**src/rtl/incr_step_ctrl_if.sv**
```systemverilog
// Handshake and datapath bundle between the step controller and its environment.
// The master side supplies the control requests, the incrementer result and
// downstream ready. The slave side is the controller.
interface incr_step_ctrl_if #(
  parameter int WIDTH = 4
);
  logic             start;
  logic             abort;
  logic [WIDTH-1:0] base_val;
  logic [WIDTH-1:0] limit_val;
  logic             mode;
  logic [WIDTH-1:0] inc_in;
  logic [WIDTH-1:0] inc_out;
  logic [WIDTH-1:0] cnt_data;
  logic             cnt_valid;
  logic             cnt_ready;
  logic             busy;
  logic             done;

  modport master (
    output start, abort, base_val, limit_val, mode, inc_out, cnt_ready,
    input  inc_in, cnt_data, cnt_valid, busy, done
  );

  modport slave (
    input  start, abort, base_val, limit_val, mode, inc_out, cnt_ready,
    output inc_in, cnt_data, cnt_valid, busy, done
  );
endinterface

```
**src/rtl/incr_step_ctrl.sv**
```systemverilog
// Sequential control stage around an external WIDTH-bit incrementer.
// Streams count values from base to limit over valid/ready, either once
// (ending with a one-cycle done pulse) or repeatedly until aborted.
// All status outputs are registered, so nothing downstream sees a combinational
// path from inc_out.
module incr_step_ctrl #(
  parameter int WIDTH = 4
) (
  input  logic              clk,
  input  logic              rst,
  incr_step_ctrl_if.slave   bus
);

  typedef enum logic [1:0] {
    S_IDLE = 2'd0,
    S_RUN  = 2'd1,
    S_DONE = 2'd2
  } state_t;

  state_t           state_r;
  state_t           state_s;
  logic [WIDTH-1:0] count_r;
  logic [WIDTH-1:0] count_s;
  logic [WIDTH-1:0] base_r;
  logic [WIDTH-1:0] limit_r;
  logic             mode_r;
  logic             valid_r;
  logic             busy_r;
  logic             done_r;
  logic             valid_s;
  logic             busy_s;
  logic             done_s;
  logic             accept_s;
  logic             load_s;
  logic             xfer_s;
  logic             at_limit_s;

  // start is only meaningful while idle, and abort beats it.
  assign accept_s   = bus.start & ~bus.abort;
  assign load_s     = (state_r == S_IDLE) & accept_s;
  // valid_r is high exactly in RUN, so it doubles as the RUN qualifier here.
  assign xfer_s     = valid_r & bus.cnt_ready;
  assign at_limit_s = (count_r == limit_r);

  assign bus.inc_in    = count_r;
  assign bus.cnt_data  = count_r;
  assign bus.cnt_valid = valid_r;
  assign bus.busy      = busy_r;
  assign bus.done      = done_r;

  // State register.
  always_ff @(posedge clk or posedge rst) begin
    if (rst) begin
      state_r <= S_IDLE;
    end else begin
      state_r <= state_s;
    end
  end

  // Next-state decode; abort overrides both start and the limit transition.
  always_comb begin
    state_s = state_r;
    case (state_r)
      S_IDLE: begin
        if (accept_s) state_s = S_RUN;
        else          state_s = S_IDLE;
      end
      S_RUN: begin
        if (bus.abort)                             state_s = S_IDLE;
        else if (xfer_s && at_limit_s && !mode_r)  state_s = S_DONE;
        else                                       state_s = S_RUN;
      end
      S_DONE: begin
        state_s = S_IDLE;
      end
      default: begin
        state_s = S_IDLE;
      end
    endcase
  end

  // Next count: load base on start, step through the incrementer on each
  // transfer, reload base at the limit in free-run, hold otherwise.
  always_comb begin
    count_s = count_r;
    case (state_r)
      S_IDLE: begin
        if (accept_s) count_s = bus.base_val;
        else          count_s = count_r;
      end
      S_RUN: begin
        if (!xfer_s)         count_s = count_r;
        else if (!at_limit_s) count_s = bus.inc_out;
        else if (mode_r)     count_s = base_r;
        else                 count_s = count_r;
      end
      default: begin
        count_s = count_r;
      end
    endcase
  end

  // Output decode from the upcoming state so the flops line up with it.
  always_comb begin
    valid_s = 1'b0;
    busy_s  = 1'b0;
    done_s  = 1'b0;
    case (state_s)
      S_IDLE: begin
        valid_s = 1'b0;
        busy_s  = 1'b0;
        done_s  = 1'b0;
      end
      S_RUN: begin
        valid_s = 1'b1;
        busy_s  = 1'b1;
        done_s  = 1'b0;
      end
      S_DONE: begin
        valid_s = 1'b0;
        busy_s  = 1'b0;
        done_s  = 1'b1;
      end
      default: begin
        valid_s = 1'b0;
        busy_s  = 1'b0;
        done_s  = 1'b0;
      end
    endcase
  end

  // Count, sequence configuration and registered status outputs.
  always_ff @(posedge clk or posedge rst) begin
    if (rst) begin
      count_r <= {WIDTH{1'b0}};
      base_r  <= {WIDTH{1'b0}};
      limit_r <= {WIDTH{1'b0}};
      mode_r  <= 1'b0;
      valid_r <= 1'b0;
      busy_r  <= 1'b0;
      done_r  <= 1'b0;
    end else begin
      count_r <= count_s;
      valid_r <= valid_s;
      busy_r  <= busy_s;
      done_r  <= done_s;
      if (load_s) begin
        base_r  <= bus.base_val;
        limit_r <= bus.limit_val;
        mode_r  <= bus.mode;
      end
    end
  end

endmodule

```
**src/flat_wrapper.sv**
```systemverilog
// flat-port wrapper written by rule: the top's interface ports become plain ports
module incr_step_ctrl_flat 
#(
  parameter int WIDTH = 4
)
  (clk, rst, bus_start, bus_abort, bus_base_val, bus_limit_val, bus_mode, bus_inc_out, bus_cnt_ready, bus_inc_in, bus_cnt_data, bus_cnt_valid, bus_busy, bus_done);
  incr_step_ctrl_if #(.WIDTH(WIDTH)) bus_i ();
  input  logic clk;
  input  logic rst;
  input wire logic [$bits(bus_i.start)-1:0] bus_start;
  input wire logic [$bits(bus_i.abort)-1:0] bus_abort;
  input wire logic [$bits(bus_i.base_val)-1:0] bus_base_val;
  input wire logic [$bits(bus_i.limit_val)-1:0] bus_limit_val;
  input wire logic [$bits(bus_i.mode)-1:0] bus_mode;
  input wire logic [$bits(bus_i.inc_out)-1:0] bus_inc_out;
  input wire logic [$bits(bus_i.cnt_ready)-1:0] bus_cnt_ready;
  output wire logic [$bits(bus_i.inc_in)-1:0] bus_inc_in;
  output wire logic [$bits(bus_i.cnt_data)-1:0] bus_cnt_data;
  output wire logic [$bits(bus_i.cnt_valid)-1:0] bus_cnt_valid;
  output wire logic [$bits(bus_i.busy)-1:0] bus_busy;
  output wire logic [$bits(bus_i.done)-1:0] bus_done;
  assign bus_i.start = bus_start;
  assign bus_i.abort = bus_abort;
  assign bus_i.base_val = bus_base_val;
  assign bus_i.limit_val = bus_limit_val;
  assign bus_i.mode = bus_mode;
  assign bus_i.inc_out = bus_inc_out;
  assign bus_i.cnt_ready = bus_cnt_ready;
  assign bus_inc_in = bus_i.inc_in;
  assign bus_cnt_data = bus_i.cnt_data;
  assign bus_cnt_valid = bus_i.cnt_valid;
  assign bus_busy = bus_i.busy;
  assign bus_done = bus_i.done;
  incr_step_ctrl #(.WIDTH(WIDTH)) u_core (.clk(clk), .rst(rst), .bus(bus_i));
endmodule
```
**config.mk**
```make
export PLATFORM = sky130hd
export DESIGN_NAME = incr_step_ctrl_flat
export DESIGN_NICKNAME = d
export VERILOG_FILES = /design/src/rtl/incr_step_ctrl_if.sv /design/src/rtl/incr_step_ctrl.sv /design/src/flat_wrapper.sv
export SDC_FILE = /design/constraint.sdc
export NUM_CORES = 1
export LEC_CHECK = 0
export CORE_MARGIN = 8
export CORE_UTILIZATION = 30
export DETAILED_ROUTE_END_ITERATION = 8
export SYNTH_ARGS = -nofsm -noshare
export SYNTH_HDL_FRONTEND = slang
export SYNTH_SLANG_ARGS = --single-unit
```
**constraint.sdc**
```tcl
create_clock -name clk -period 1.5 [get_ports clk]
set_input_delay 0.3 -clock clk [delete_from_list [all_inputs] [get_ports clk]]
set_output_delay 0.3 -clock clk [all_outputs]
set_load 0.005 [all_outputs]
```
==> results.cfg <==
[outcome]
status = finished with violations
violations = setup timing

[floorplanning]
die_w_um = 69.30
start_util_pct = 31.17
fp.dieH_um = 69.30
num_rows = 19
core_area_um2 = 2734
die_area_um2 = 4802
io_pins = 29

[global_routing]
grt_max_degree = 18
grt_pass1_wl_mm = 3.291
antenna_found_initial = 0
grt_pass1_vias = 666
overflow = 0
grt_use_total_pct = 8.556

[finish]
diodes = 0
num-fill-cells = 246
area_delta_synth_final_pct = 48.16
final_cells = 133
multi_input_area_um2 = 417.9
final_net_count = 121
final_layout_size_suffix_gt1_share_pct = 33.33
fin_area_um2 = 1262
seq_area_um2 = 425.4

[routing]
dr.pass1.iters = 4
detail-route-antenna-nets = 0
drcViolationCount = 0
drt_iter0_drc = 44
drt-total-wl_mm = 1.944
drt-vias-per-instance = 4.549
routedWlPerCell_um = 14.62
via_count = 605

[pwr]
clkPwrFrac_pct = 15.8
p_leak_nw = 0.5947
ir_drop_mv = 0.8447
powerDensity_nw_per_um2 = 1245
sw_frac_of_total_pct = 31.42
total_power_w = 0.001571
combPwrFrac_pct = 42.5
p_seq_share_pct = 41.7
switchingPower_w = 0.0004936
intPower_w = 0.001078

[critical_path]
critical_path.startpoint_type = register
critPathCaptureType = register
worstSetupPathType = reg -> reg
arrival_ps = 1720
required_ps = 1680
crit_path_max_fanout = 5

[worst_hold_path]
hp-class = in -> async

[clock_tree]
clk_pin_slew_ps = 100
cts_buffers = 3
cts_tree = done
clock_path_buffers = 2
cts-root-buf = clkbuf_4
h-tree-depth = 1
clk_latency_ps = 290
hold_buffers = 0
clock-sinks = 17

[sta]
worstMarginPinSlew_ps = 295.8
hold_viol = 0
setup_viol = 7
rsz0062_at_grt = true
fin_crit_ps = 1541
relSlewSlack_pct = 80.28
setup_slack_ps = -40.76
drv_slew = 0
fin_crit_sh_pct = 102.7
fmax_mhz = 649.0
finalClockSkew_ps = 3.583

[logic_synthesis]
avgSynthCellArea_um2 = 12.72
ys_seq_elements = 17
yosysWarnings = 0
postSynthCellCount = 67
synth.distinct_cells = 21
yosysSeqAreaShare_pct = 49.93
synth_nets = 85
syn-cell-area_um2 = 852.1

[placed_design]
io_buffer_count = 28
gp_congestion = 0.7047
place_inst = 127
hpwlAfterDp_mm = 1.500
place_area_um2 = 1185

[flow_run]
cap_violations = 0
[power groups by stage]
stage | Clock, W | Combinational [W] | Sequential, W
after global routing | 0.000285 | 0.000732 | 0.000670
after detailed placement | 0 | 0.000688 | 0.000646
after floorplan | 0 | 0.000372 | 0.000652
after global placement | 0 | 0.000676 | 0.000641
final | 0.000249 | 0.000668 | 0.000655
after CTS | 0.000260 | 0.000672 | 0.000656
[worst paths after layout]
kind	cells past startpoint	slack (ps)	start	to
setup / recovery	5	-40	u_core.bus.cnt_data[3]$_DFFE_PP0P_	u_core.bus.cnt_data[3]$_DFFE_PP0P_
hold / removal	3	310	rst	u_core.limit_r[3]$_DFFE_PP0P_
setup reg to reg	5	-40	u_core.bus.cnt_data[3]$_DFFE_PP0P_	u_core.bus.cnt_data[3]$_DFFE_PP0P_
hold reg to reg	1	510	u_core.base_r[1]$_DFFE_PP0P_	u_core.base_r[1]$_DFFE_PP0P_
max in group asynchronous	3	990	rst	u_core.base_r[3]$_DFFE_PP0P_
min in group clk	1	510	u_core.base_r[1]$_DFFE_PP0P_	u_core.base_r[1]$_DFFE_PP0P_
[cell usage after synthesis (all sizes together)]
| library cell | n | share of area (%) |
|---|---|---|
| mux2 | 13 | 18 |
| inv | 2 | 0.88 |
| nor4b | 1 | 1.8 |
| nand2 | 5 | 2.2 |
| o21ai | 4 | 2.3 |
| nor3 | 2 | 1.2 |
| o31ai | 1 | 2.5 |
| a21o | 2 | 1.8 |
| mux2i | 4 | 4.7 |
| xnor2 | 4 | 4.1 |
| buf | 6 | 5.0 |
| nand4 | 1 | 2.5 |
| dfrtp | 17 | 50 |
| nand3 | 1 | 0.59 |
| nand2b | 1 | 0.73 |
| nor2 | 2 | 1.8 |
| clkbuf | 1 | 0.44 |
[critical path, cell delays in order, from the launching register on]
cell,delay (ps)
dfrtp_1,420
xnor2_2,160
nand4_4,170
nor2_4,60
o31ai_4,270
mux2_1,350
[layer usage]
layer	track usage, %	up-vias	share of wire, %
met5	0	-	0
met4	6.834	0	3.3
met3	2.289	5	5.4
met2	14.04	17	51
met1	9.023	283	40
li1	-	300	-
[area by class of cell]
cell class / instances / share of cell area [%]
clock buffer: 4 / 2.081
timing repair buffer: 38 / 27.45
tap: 31 / 3.072
inverter: 2 / 0.5946
multi-input combinational: 41 / 33.10
sequential: 17 / 33.70
[repair_timing]
| item | in CTS | in global routing |
|---|---|---|
| endpoints found under the setup margin | 18 | 10 |
| pin swaps | 0 | 2 |
| buffers inserted | 1 | 1 |
| gates resized for setup | 13 | 4 |
[through the flow]
step	setup WS [ps]	hold WS [ps]	util [%]	setup TNS [ps]
floorplan	19.28	226.1	-	0
global placement	-230.8	489.1	43.34	-2786
detailed placement	-251.4	495.1	43.34	-2948
CTS	-56.75	317.9	45.26	-187.3
global route	-158.6	329.6	46.18	-981.7
finish	-40.76	313.1	46.18	-178.0
[placed cells by master (no fill, tap or decap), drive strengths merged]
cell type / Yosys / routed
nand2: 5 / 5
dfrtp: 17 / 17
nor2: 2 / 2
o21ai: 4 / 4
mux2: 13 / 13
inv: 2 / 2
nor4b: 1 / 1
dlymetal6s2s: 0 / 1
dlygate4sd2: 0 / 9
xnor2: 4 / 4
clkbuf: 1 / 4
clkdlybuf4s50: 0 / 18
o31ai: 1 / 1
nor3: 2 / 2
mux2i: 4 / 4
nand3: 1 / 1
buf: 6 / 10
nand2b: 1 / 1
a21o: 2 / 2
nand4: 1 / 1
[sequential cells by signal, summed over array words and instances (netlist names)]
signal	cells
u_core.bus.cnt_data	4
u_core.bus.done	1
u_core.mode_r	1
u_core.base_r	4
u_core.state_r	2
u_core.bus.cnt_valid	1
u_core.limit_r	4
[cell families (layout without fill, tap and decap cells)]
kind of cell	Yosys count	count (layout)	synth area share (%)
and+or+nand+nor	13	13	10.72
muxes	17	17	22.32
AOI/OAI and AO/OA	7	7	6.607
xor gates and xnor gates	4	4	4.111
buffers and inverters	9	44	6.314
DFF	17	17	49.93
(Power assumes the default switching activity.)
